`config.mk`:
```
export PLATFORM = sky130hd
export DESIGN_NAME = ms13_slave_feeder_flat
export DESIGN_NICKNAME = d
export VERILOG_FILES = /design/src/rtl/ms13_slave_feeder_if.sv /design/src/rtl/ms13_slave_feeder.sv /design/src/flat_wrapper.sv
export SDC_FILE = /design/constraint.sdc
export NUM_CORES = 1
export LEC_CHECK = 0
export CORE_MARGIN = 1.5
export CORE_UTILIZATION = 30
export CTS_CLUSTER_SIZE = 10
export DETAILED_ROUTE_END_ITERATION = 8
export GPL_TIMING_DRIVEN = 0
export HOLD_SLACK_MARGIN = 0.02
export PLACE_DENSITY_LB_ADDON = 0.08
export SYNTH_ARGS = -nofsm -noshare
export SYNTH_HDL_FRONTEND = slang
export SYNTH_SLANG_ARGS = --single-unit
export TNS_END_PERCENT = 10
```
`constraint.sdc`:
```
create_clock -name clk -period 2.55 [get_ports clk]
set_clock_uncertainty 0.15 [all_clocks]
set_input_delay 0.255 -clock clk [delete_from_list [all_inputs] [get_ports clk]]
set_output_delay 0.255 -clock clk [all_outputs]
set_load 0.05 [all_outputs]
```
`src/rtl/ms13_slave_feeder_if.sv`:
```
// Bus bundle for ms13_slave_feeder: producer port, the two slave-input channels,
// the downstream master response and the status outputs.
//   slave  : the feeder's view (producer data and responses in, strobes and status out).
//   master : the environment's view (the mirror image).
interface ms13_slave_feeder_if #(
  parameter int unsigned WIDTH = 32,
  parameter int unsigned DEPTH = 4
);
  localparam int unsigned CntW = $clog2(DEPTH) + 1;

  logic [WIDTH-1:0] b_in;
  logic             b_in_sync;
  logic             b_in_notify;
  logic [WIDTH-1:0] s_out_a;
  logic             s_out_a_sync;
  logic [WIDTH-1:0] s_out_b;
  logic             s_out_b_sync;
  logic [WIDTH-1:0] m_in;
  logic             m_in_notify;
  logic [WIDTH-1:0] result;
  logic             result_valid;
  logic             stray_resp;
  logic [CntW-1:0]  count;

  modport slave (
    input  b_in, b_in_sync, m_in, m_in_notify,
    output b_in_notify, s_out_a, s_out_a_sync, s_out_b, s_out_b_sync,
           result, result_valid, stray_resp, count
  );

  modport master (
    output b_in, b_in_sync, m_in, m_in_notify,
    input  b_in_notify, s_out_a, s_out_a_sync, s_out_b, s_out_b_sync,
           result, result_valid, stray_resp, count
  );
endinterface

```
`src/rtl/ms13_slave_feeder.sv`:
```
// ms13_slave_feeder: buffers producer words in a DEPTH-entry FIFO and issues them
// in pairs (A channel, then B channel), then waits for one downstream response
// before issuing the next pair. At most one pair is in flight.
// Ports:
//   clk  : clock, rising edge.
//   rst  : asynchronous active-low reset.
//   bus  : slave modport of ms13_slave_feeder_if (producer in, A/B strobes out,
//          response in, result/result_valid/stray_resp/count out).
module ms13_slave_feeder #(
  parameter int unsigned DEPTH = 4,
  parameter int unsigned WIDTH = 32
) (
  input logic                  clk,
  input logic                  rst,
  ms13_slave_feeder_if.slave   bus
);

  localparam int unsigned PtrW = $clog2(DEPTH);
  localparam int unsigned CntW = PtrW + 1;
  localparam logic [CntW-1:0] FullCnt = CntW'(DEPTH);

  typedef enum logic [1:0] {StSendA, StSendB, StWaitResp} state_e;

  state_e           state_q;
  logic [WIDTH-1:0] mem_q [DEPTH];
  logic [PtrW-1:0]  wr_ptr_q;
  logic [PtrW-1:0]  rd_ptr_q;
  logic [CntW-1:0]  count_q;
  logic [WIDTH-1:0] s_out_a_q;
  logic             s_out_a_sync_q;
  logic [WIDTH-1:0] s_out_b_q;
  logic             s_out_b_sync_q;
  logic [WIDTH-1:0] result_q;
  logic             result_valid_q;
  logic             stray_resp_q;

  logic full;
  logic push;
  logic pop;

  // Full is judged on the registered count, so a pop in the same cycle never
  // lets a push through.
  assign full = (count_q == FullCnt);
  assign push = bus.b_in_sync && !full;
  assign pop  = (state_q != StWaitResp) && (count_q != '0);

  assign bus.b_in_notify  = push;
  assign bus.count        = count_q;
  assign bus.s_out_a      = s_out_a_q;
  assign bus.s_out_a_sync = s_out_a_sync_q;
  assign bus.s_out_b      = s_out_b_q;
  assign bus.s_out_b_sync = s_out_b_sync_q;
  assign bus.result       = result_q;
  assign bus.result_valid = result_valid_q;
  assign bus.stray_resp   = stray_resp_q;

  // Storage needs no reset: occupancy and pointers decide what is valid.
  always_ff @(posedge clk) begin
    if (push) begin
      mem_q[wr_ptr_q] <= bus.b_in;
    end
  end

  always_ff @(posedge clk or negedge rst) begin
    if (!rst) begin
      state_q        <= StSendA;
      wr_ptr_q       <= '0;
      rd_ptr_q       <= '0;
      count_q        <= '0;
      s_out_a_q      <= '0;
      s_out_a_sync_q <= 1'b0;
      s_out_b_q      <= '0;
      s_out_b_sync_q <= 1'b0;
      result_q       <= '0;
      result_valid_q <= 1'b0;
      stray_resp_q   <= 1'b0;
    end else begin
      s_out_a_sync_q <= 1'b0;
      s_out_b_sync_q <= 1'b0;
      result_valid_q <= 1'b0;

      // Pointers wrap naturally because DEPTH is a power of two.
      if (push) wr_ptr_q <= wr_ptr_q + 1'b1;
      if (pop)  rd_ptr_q <= rd_ptr_q + 1'b1;

      case ({push, pop})
        2'b10:   count_q <= count_q + 1'b1;
        2'b01:   count_q <= count_q - 1'b1;
        default: count_q <= count_q;
      endcase

      // A response while a pair is still being issued is a protocol error;
      // it is flagged but otherwise ignored.
      if (bus.m_in_notify && (state_q != StWaitResp)) begin
        stray_resp_q <= 1'b1;
      end

      unique case (state_q)
        StSendA: begin
          if (pop) begin
            s_out_a_q      <= mem_q[rd_ptr_q];
            s_out_a_sync_q <= 1'b1;
            state_q        <= StSendB;
          end
        end
        StSendB: begin
          if (pop) begin
            s_out_b_q      <= mem_q[rd_ptr_q];
            s_out_b_sync_q <= 1'b1;
            state_q        <= StWaitResp;
          end
        end
        StWaitResp: begin
          if (bus.m_in_notify) begin
            result_q       <= bus.m_in;
            result_valid_q <= 1'b1;
            state_q        <= StSendA;
          end
        end
        default: state_q <= StSendA;
      endcase
    end
  end

endmodule

```
`src/flat_wrapper.sv`:
```
// flat-port wrapper written by rule: the top's interface ports become plain ports
module ms13_slave_feeder_flat 
#(
  parameter int unsigned DEPTH = 4,
  parameter int unsigned WIDTH = 32
)
  (clk, rst, bus_b_in, bus_b_in_sync, bus_m_in, bus_m_in_notify, bus_b_in_notify, bus_s_out_a, bus_s_out_a_sync, bus_s_out_b, bus_s_out_b_sync, bus_result, bus_result_valid, bus_stray_resp, bus_count);
  ms13_slave_feeder_if #(.WIDTH(WIDTH), .DEPTH(DEPTH)) bus_i ();
  input logic clk;
  input logic rst;
  input wire logic [$bits(bus_i.b_in)-1:0] bus_b_in;
  input wire logic [$bits(bus_i.b_in_sync)-1:0] bus_b_in_sync;
  input wire logic [$bits(bus_i.m_in)-1:0] bus_m_in;
  input wire logic [$bits(bus_i.m_in_notify)-1:0] bus_m_in_notify;
  output wire logic [$bits(bus_i.b_in_notify)-1:0] bus_b_in_notify;
  output wire logic [$bits(bus_i.s_out_a)-1:0] bus_s_out_a;
  output wire logic [$bits(bus_i.s_out_a_sync)-1:0] bus_s_out_a_sync;
  output wire logic [$bits(bus_i.s_out_b)-1:0] bus_s_out_b;
  output wire logic [$bits(bus_i.s_out_b_sync)-1:0] bus_s_out_b_sync;
  output wire logic [$bits(bus_i.result)-1:0] bus_result;
  output wire logic [$bits(bus_i.result_valid)-1:0] bus_result_valid;
  output wire logic [$bits(bus_i.stray_resp)-1:0] bus_stray_resp;
  output wire logic [$bits(bus_i.count)-1:0] bus_count;
  assign bus_i.b_in = bus_b_in;
  assign bus_i.b_in_sync = bus_b_in_sync;
  assign bus_i.m_in = bus_m_in;
  assign bus_i.m_in_notify = bus_m_in_notify;
  assign bus_b_in_notify = bus_i.b_in_notify;
  assign bus_s_out_a = bus_i.s_out_a;
  assign bus_s_out_a_sync = bus_i.s_out_a_sync;
  assign bus_s_out_b = bus_i.s_out_b;
  assign bus_s_out_b_sync = bus_i.s_out_b_sync;
  assign bus_result = bus_i.result;
  assign bus_result_valid = bus_i.result_valid;
  assign bus_stray_resp = bus_i.stray_resp;
  assign bus_count = bus_i.count;
  ms13_slave_feeder #(.DEPTH(DEPTH), .WIDTH(WIDTH)) u_core (.clk(clk), .rst(rst), .bus(bus_i));
endmodule
```
==> reports/results.tsv <==
metric	value	unit
outcome	finished clean	
worst_setup_path_start_kind	flop	
relSlewSlack	0.324	
grt_max_degree	72	
setup_ws	0.230	ns
min_period	2.32	ns
ys_seq_elements	237	
via_count	4514	
clock_latency	0.52	ns
cts_setup_buffers	0	
chipHeight	175	um
io_pins	172	
cp_top_family	buffers and inverters	
cts_tree	built	
gp_congestion	0.735	
area_growth	34.9	%
layout_common_cells	clkdlybuf4s50_1 (169), edfxtp_1 (128), dfrtp_1 (108)	
crit_arrival	1.92	ns
antenna_left	0	
initial_core_util	0.307	
fin_crit_sh	0.910	
tightestPinTransition	1.01	ns
place_ws	-0.00273	ns
cap_violations	0	
postSynthCellCount	422	
htreeDepth	1	
synth_area_leaders	edfxtp_1 (43%), dfrtp_1 (31%), mux2_2 (12%), mux4_2 (7.1%), mux4_1 (1.2%)	
cts.sinks	237	
drive_gt1_frac	0.291	
grt_overflow	0	
path_max_fanout	8	
fin_nets	700	
port_buffers	171	
yosysSeqAreaShare	0.739	
placed_cells	978	
critPathKind	reg -> out	
placed_area	11100	um^2
grt_pass1_wl	29300	um
max_stage_delay	0.57	ns
n_antenna_cell	0	
die_w	175	um
tns	0	ns
final_area	12000	um^2
dr.pass1.iters	4	
fin_hold_ws	0.108	ns
cts_root_buf	clkbuf_16	
cp_cell_sequence	inv_1, a31oi_4, dlygate4sd2_1	
avgSynthCellArea	21.1	um^2
hold_class	in -> async	
drc	0	
leakagePower	4.44	nW
finalHoldViolCount	0	
vias_per_cell	4.38	
synth_cell_types	27	
core_area	28900	um^2
rsz0062_at_grt	no	
syn_nets	496	
final_cells	1031	
total_power	18.2	mW
grt_pass1_vias	5011	
p_per_area	1510	nW/um^2
synth_area	8890	um^2
hpwlAfterDp	12100	um
drv_slew	0	
vdd_drop_max	658	uV
fmax	431	MHz
grt_use_total	0.125	
worstPathRequired	2.14	ns
grt_antenna_before_repair	0	
crit_buf_inv	2	
synth_top_area_share	0.432	
utilization	0.415	
dieArea	30700	um^2
crit_path_top_delay_cell	dlygate4sd2_1	
yosys.area.top_type	edfxtp_1	
setup_violations	0	
ys_warn_count	0	
numCtsBuffers	29	
final_common_cell	clkdlybuf4s50_1	
wire_per_inst	18.2	um
crit_path_end_kind	primary output	
drt_iter0_drc	215	
routed_wirelength	18700	um
cts_buffer_depth	3	
row_count	62	
clk_pin_slew_worst_paths	0.06	ns
[worst paths after layout]
check	start	to	slack, ns	cells past startpoint
max in group asynchronous	rst	u_core.bus.count[0]	1.37	3
min in group clk	bus_m_in[17]	u_core.bus.result[17]	0.19	2
worst max register to register	u_core.bus.count[1]	u_core.mem_q[3][17]	0.29	3
worst min-delay path	rst	u_core.bus.s_out_b[5]	0.11	2
worst min register to register	u_core.bus.stray_resp	u_core.bus.stray_resp	0.32	1
worst max-delay path	u_core.bus.count[1]	bus_b_in_notify	0.23	3
[repair_timing]
item | 4_1_cts | 5_1_grt
resized for setup | 1 | 0
hold buffers | 1 | 0
endpoints found under the hold margin | 38 | 0
setup endpoints to repair | 1 | 0
[metal layers]
| metal | vias to the layer above | track usage | routed length [um] |
|---|---|---|---|
| met2 | 149 | 0.212 | 9300 |
| met3 | 27 | 0.0324 | 1210 |
| met1 | 2309 | 0.158 | 7790 |
| li1 | 2029 | - | - |
| met5 | - | 0 | 0 |
| met4 | 0 | 0.0345 | 420 |
[area by class of cell]
type | count | area, um^2
flip-flops and latches | 237 | 6570
multi-input cells | 160 | 2140
inverters | 8 | 30.0
fillers | 2593 | 16900
clock buffers | 50 | 855
well taps | 384 | 480
repair buffers | 173 | 1750
clock inverters | 2 | 10.0
plain buffers | 17 | 164
[sequential cells by signal (all words and copies together) (netlist names)]
register,count
u_core.mem_q,128
u_core.wr_ptr_q,2
u_core.bus.stray_resp,1
u_core.bus.count,3
u_core.state_q,2
u_core.bus.s_out_a,32
u_core.bus.result,32
u_core.bus.result_valid,1
u_core.bus.s_out_b,32
u_core.rd_ptr_q,2
u_core.bus.s_out_a_sync,1
u_core.bus.s_out_b_sync,1
[synth_stat cells (all sizes together)]
library cell / n
a21o: 1
a31oi: 1
and2: 4
and2b: 1
buf: 16
clkbuf: 1
dfrtp: 109
edfxtp: 128
fa: 1
ha: 5
inv: 8
mux2: 97
mux2i: 1
mux4: 32
nand2: 1
nand2b: 1
nor2: 3
nor3: 2
nor3b: 2
o21bai: 1
xnor2: 2
xor2: 5
[power by group]
part	switching (mW)	leakage (nW)	internal, mW
registers	0.562	2.46	5.44
clock network	1.44	0.420	2.24
logic	5.06	1.56	3.41
total	7.06	4.44	11.1
[logic make-up (layout without fill, tap and decap cells)]
logic type | count (synthesis) | count (layout) | synth area share
flip-flops | 237 | 237 | 0.739
multiplexers | 130 | 130 | 0.207
buffers and inverters | 25 | 250 | 0.0218
AND/OR/NAND/NOR | 14 | 14 | 0.0129
XOR/XNOR | 7 | 7 | 0.00690
adder cells (fa/ha/maj) | 6 | 6 | 0.00929
AO/OA/AOI/OAI | 3 | 3 | 0.00310
No activity file was read; power rests on OpenSTA's default activity.
